**config.mk**
```make
export PLATFORM = sky130hd
export DESIGN_NAME = medidor_frec_multi
export DESIGN_NICKNAME = d
export VERILOG_FILES = /design/src/rtl/medidor_frec_multi.sv
export SDC_FILE = /design/constraint.sdc
export NUM_CORES = 1
export LEC_CHECK = 0
export BUFFER_PORTS_ARGS = -buffer_cell sky130_fd_sc_hd__buf_4
export CELL_PAD_IN_SITES_DETAIL_PLACEMENT = 1
export CELL_PAD_IN_SITES_GLOBAL_PLACEMENT = 1
export CORE_ASPECT_RATIO = 1.75
export CORE_UTILIZATION = 39
export CTS_CLUSTER_DIAMETER = 60
export DETAILED_ROUTE_END_ITERATION = 7
export PLACE_DENSITY = 0.72
export SYNTH_ARGS = -nofsm -noshare
export SYNTH_HDL_FRONTEND = slang
export SYNTH_SLANG_ARGS = --single-unit
```
**constraint.sdc**
```tcl
create_clock -name clock -period 3.8 [get_ports clock]
set_input_delay 0.19 -clock clock [delete_from_list [all_inputs] [get_ports clock]]
set_output_delay 0.19 -clock clock [all_outputs]
set_load 0.05 [all_outputs]
```
**src/rtl/medidor_frec_multi.sv**
```systemverilog
// Multi-channel frequency meter: counts synchronised rising edges of N_CHAN async inputs over a gate of resol clocks.
// Optional continuous re-arming mode is enabled by defining MEDIDOR_FREC_CONT_EN.
module medidor_frec_multi #(
  parameter int N_CHAN      = 4,
  parameter int OUT_WIDTH   = 32,
  parameter int RESOL_WIDTH = 32,
  parameter int SYNC_STAGES = 2
) (
  input  logic                        clock,
  input  logic                        reset_n,
  input  logic                        start,
  input  logic [RESOL_WIDTH-1:0]      resol,
  input  logic [N_CHAN-1:0]           sig_in,
  input  logic                        ack,
  output logic                        busy,
  output logic                        valid,
  output logic [N_CHAN*OUT_WIDTH-1:0] data_out,
  output logic [N_CHAN-1:0]           overflow,
  output logic [1:0]                  fsm_state
);

  // Handshake: valid high means data_out/overflow hold a complete result; ack in DONE retires it.
  typedef enum logic [1:0] {IDLE = 2'd0, MEASURE = 2'd1, DONE = 2'd2} state_t;

  state_t state, state_nxt;

  logic [SYNC_STAGES-1:0][N_CHAN-1:0] sync_q;
  logic [N_CHAN-1:0]                  prev_q;
  logic [N_CHAN-1:0]                  edge_det;
  logic [N_CHAN-1:0][OUT_WIDTH-1:0]   cnt_q;
  logic [N_CHAN-1:0]                  ovf_q;
  logic [RESOL_WIDTH-1:0]             gate_q;
  logic                               start_acc, start_meas, start_zero, win_end;

  assign edge_det   = sync_q[SYNC_STAGES-1] & ~prev_q;
  assign start_acc  = start && (state == IDLE || state == DONE);
  assign start_meas = start_acc && (resol != '0);
  assign start_zero = start_acc && (resol == '0);
  assign win_end    = (state == MEASURE) && (gate_q == '0);

`ifdef MEDIDOR_FREC_CONT_EN
  logic [RESOL_WIDTH-1:0] resol_q;
  logic                   pulse_q;

  always_ff @(posedge clock) begin
    if (!reset_n) begin
      resol_q <= '0;
      pulse_q <= 1'b0;
    end else begin
      if (start_meas) resol_q <= resol;
      pulse_q <= win_end;
    end
  end
`endif

  always_ff @(posedge clock) begin
    if (!reset_n) state <= IDLE;
    else          state <= state_nxt;
  end

  always_comb begin
    state_nxt = state;
    case (state)
      IDLE: begin
        if (start_meas)      state_nxt = MEASURE;
        else if (start_zero) state_nxt = DONE;
      end
      MEASURE: begin
`ifdef MEDIDOR_FREC_CONT_EN
        state_nxt = MEASURE;
`else
        if (win_end) state_nxt = DONE;
`endif
      end
      DONE: begin
        if (start_meas)      state_nxt = MEASURE;
        else if (start_zero) state_nxt = DONE;
`ifndef MEDIDOR_FREC_CONT_EN
        else if (ack)        state_nxt = IDLE;
`endif
      end
      default: state_nxt = IDLE;
    endcase
  end

  always_comb begin
    busy      = (state == MEASURE);
`ifdef MEDIDOR_FREC_CONT_EN
    valid     = (state == DONE) || pulse_q;
`else
    valid     = (state == DONE);
`endif
    fsm_state = state;
  end

  // Gate runs resol counting cycles, then one extra cycle publishes the counters.
  always_ff @(posedge clock) begin
    if (!reset_n) begin
      sync_q   <= '0;
      prev_q   <= '0;
      cnt_q    <= '0;
      ovf_q    <= '0;
      gate_q   <= '0;
      data_out <= '0;
      overflow <= '0;
    end else begin
      sync_q[0] <= sig_in;
      for (int s = 1; s < SYNC_STAGES; s++) sync_q[s] <= sync_q[s-1];
      prev_q <= sync_q[SYNC_STAGES-1];

      if (start_meas) begin
        cnt_q  <= '0;
        ovf_q  <= '0;
        gate_q <= resol;
      end else if (state == MEASURE) begin
        if (gate_q != '0) begin
          gate_q <= gate_q - RESOL_WIDTH'(1);
          for (int i = 0; i < N_CHAN; i++) begin
            if (edge_det[i]) begin
              if (cnt_q[i] == '1) ovf_q[i] <= 1'b1;
              else                cnt_q[i] <= cnt_q[i] + OUT_WIDTH'(1);
            end
          end
        end
`ifdef MEDIDOR_FREC_CONT_EN
        // Reload cycle: its edge opens the next window, so the gate runs one cycle shorter.
        else begin
          gate_q <= resol_q - RESOL_WIDTH'(1);
          ovf_q  <= '0;
          for (int i = 0; i < N_CHAN; i++) cnt_q[i] <= OUT_WIDTH'(edge_det[i]);
        end
`endif
      end

      if (start_zero) begin
        data_out <= '0;
        overflow <= '0;
      end else if (win_end) begin
        data_out <= cnt_q;
        overflow <= ovf_q;
      end
    end
  end

endmodule

```
==> impl_metrics.csv <==
group,metric,value,unit
detailed_routing,routedWlPerCell,18.16,um
timing,fmax,0.3184,GHz
timing,final-hold-violation-count,0,
grt,grt_usage,23.46,%
logic_synthesis,yosys_warnings,0,
floorplanning,die_h,244.5,um
floorplanning,initial_utilization,39.67,%
clock_network,cts_root_buffer,"clkbuf_16",
run,max_cap_violations,0,
setup_path,start_kind,"flip-flop",
placed_design,place.gp.congestion,0.8702,
grt,first_global_vias,12620,
logic_synthesis,synthCells,1614,
pwr,p_leak,5.484,nW
clock_network,cts_tree,"built",
logic_synthesis,ys_types,62,
timing,worstMarginPinSlew,862.6,ps
clock_network,holdBufCountCts,25,
floorplanning,io_pins,176,
clock_network,cts_sinks,310,
logic_synthesis,synth_top_area_share,47.36,%
setup_path,cp.required,4290,ps
run_status,outcome,"completed",
logic_synthesis,synth_seq_area_share,47.36,%
detailed_routing,drc,0,
logic_synthesis,yosys-top-cells-area,"dfxtp_1, nand2_1, a21oi_1",
placed_design,place_inst,2123,
clock_network,cts-resized-gates,0,
timing,rsz0062_at_grt,"no",
grt,grt.overflow.total,0,
logic_synthesis,synth-async-reset-ratio,0,%
placed_design,dp_hpwl,28070,um
clock_network,cts_max_level,1,
timing,drv_slew,0,
detailed_routing,drt_iter0_drc,429,
detailed_routing,ant_nets,0,
setup_path,worstPathMaxFanout,14,
finish,n_antenna_cell,0,
finish,drive_gt1_share,14.95,%
placed_design,dp_slack,668.6,ps
logic_synthesis,ys.flop_type,"dfxtp_1",
clock_network,clk_pin_slew,70,ps
timing,skew,14.84,ps
logic_synthesis,syn_avg_cell_area,8.120,sq um
clock_network,post-cts-setup-buffer-count,0,
floorplanning,core.rowCount,88,
timing,final-setup-viol-count,0,
finish,syn_to_final_growth,22.87,%
grt,grt_max_degree,77,
timing,setup_ws,659.6,ps
detailed_routing,drt-total-wl,40010,um
floorplanning,die_w,140.6,um
timing,fin_crit_sh,82.64,%
setup_path,crit_type,"reg2reg",
clock_network,cts_buffers,30,
logic_synthesis,ys_seq_elements,310,
clock_network,insertion_delay,570,ps
grt,antenna_found_initial,0,
logic_synthesis,yosysTopAreaCell,"dfxtp_1",
finish,fin_cells,2204,
timing,setup_tns,0,ps
min_path,hold_class,"in2reg",
pwr,p_per_area,427.2,mW/mm^2
floorplanning,fp.coreArea,0.03303,sq mm
detailed_routing,vias,12230,
logic_synthesis,synth_edf_count,0,
placed_design,port-buffer-count,175,
setup_path,crit_arrival,3630,ps
timing,final.min_clock_period,3140,ps
setup_path,end_kind,"flip-flop",
clock_network,cts_buffer_depth,3,
finish,fin_nets,1820,
timing,max_slew_margin,41.76,%
grt,grt_pass1_wl,65470,um
floorplanning,dieArea,0.03437,sq mm
pwr,ir_drop,0.3941,mV
logic_synthesis,netlist_area,0.01311,sq mm
pwr,finalPower,6.879,mW
logic_synthesis,synthesis.nets,1659,
detailed_routing,drtPass1Iterations,4,
detailed_routing,vias_per_cell,5.549,
## final cells by class
| cell class | instances | area [sq um] |
|---|---|---|
| Fill cell | 3959 | 16930 |
| Multi-Input combinational cell | 1185 | 6437 |
| Sequential cell | 310 | 6206 |
| Timing Repair Buffer | 226 | 1822 |
| Clock buffer | 42 | 897.1 |
| Tap cell | 405 | 506.7 |
| Clock inverter | 14 | 150.1 |
| Inverter | 22 | 82.58 |
## cell usage in the layout, fill, tap and decap left out, types with 9 or more instances in the layout
master	instances
xnor2_1	56
nand4_1	51
a31oi_1	13
nor3_1	31
or3_1	39
o311ai_0	13
o211ai_1	10
xor2_1	31
clkinv_2	9
nand3_1	55
nor4_1	40
nor2_1	110
inv_1	22
and3_1	20
dfxtp_1	310
o21ai_0	50
clkbuf_16	31
a21oi_1	194
nand2_1	333
dlygate4sd3_1	25
o31ai_1	10
buf_4	196
or4_1	22
and4_1	17
and2_1	19
## flip-flops by register name, summed over array words and instances (netlist names)
register	flops
cnt_q	128
data_out	128
gate_q	32
sync_q	8
overflow	4
ovf_q	4
prev_q	4
fsm_state	2
## where the power goes
group	internal (mW)	switching [mW]	total [mW]
registers	3.28	0.0378	3.32
logic	0.128	0.262	0.390
clock network	1.85	1.32	3.17
## Yosys cell counts, drive strengths merged (3+ instances only)
library cell and n:
or3 39, and3 20, or2 3, a22oi 4, a31oi 13, nand2b 4, and4 17, nand2 335
nand3 55, nand4 53, buf 19, o211ai 10, ha 5, inv 22, and2 19, o21a 3
xnor2 56, o31ai 11, o311ai 15, o21ai 52, nor4 41, nor3b 4, dfxtp 310, a21oi 198
xor2 31, nor2 111, clkbuf 78, or4 22, nor3 31, nor2b 6
## final timing paths
| check | depth (start not counted) | endpoint | slack [ps] | start |
|---|---|---|---|---|
| worst max-delay path | 7 | cnt_q[119]$_SDFFE_PP0P_ | 660 | fsm_state[0]$_SDFFE_PN0P_ |
| worst min-delay path | 3 | gate_q[19]$_SDFFE_PN0P_ | 40 | reset_n |
| worst max register to register | 7 | cnt_q[119]$_SDFFE_PP0P_ | 660 | fsm_state[0]$_SDFFE_PN0P_ |
| worst min register to register | 1 | sync_q[5]$_SDFF_PN0_ | 440 | sync_q[1]$_SDFF_PN0_ |
## worst max-delay path: stages (launching register included)
cell and delay [ps]:
dfxtp_1 460, nand2b_1 250, inv_1 500, nand3_1 210
a311oi_1 460, nand3b_1 460, or4_1 590, a21oi_1 150
## layer usage
layer | routed length [um] | part of all wire (%) | global-route usage [%] | vias to the layer above
met2 | 21660 | 54 | 45.91 | 209
met4 | 1476 | 3.7 | 9.751 | 0
met1 | 15760 | 39 | 25.16 | 5983
met3 | 1120 | 2.8 | 2.408 | 66
li1 | - | - | - | 5973
met5 | 0 | 0 | 0 | -
## through the flow
stage,hold WS (ps),util [%],cell area [sq um]
detailed placement,415.1,44.82,14800
CTS,3.838,48.75,16100
global placement,416.2,44.82,14800
global route,60.25,48.75,16100
floorplan,317.3,-,13110
finish,36.91,48.75,16100
## cell families (layout without fill, tap and decap cells)
family	after synthesis	after routing	synth area share, %
simple gates	769	769	28.41
compound gates	322	322	14.06
xor+xnor	87	87	5.814
flops	310	310	47.36
buf+inv	119	304	3.724
fa+ha+maj	5	5	0.4774
mux	2	2	0.1528
Note: power is estimated with default switching activity, not from simulation.
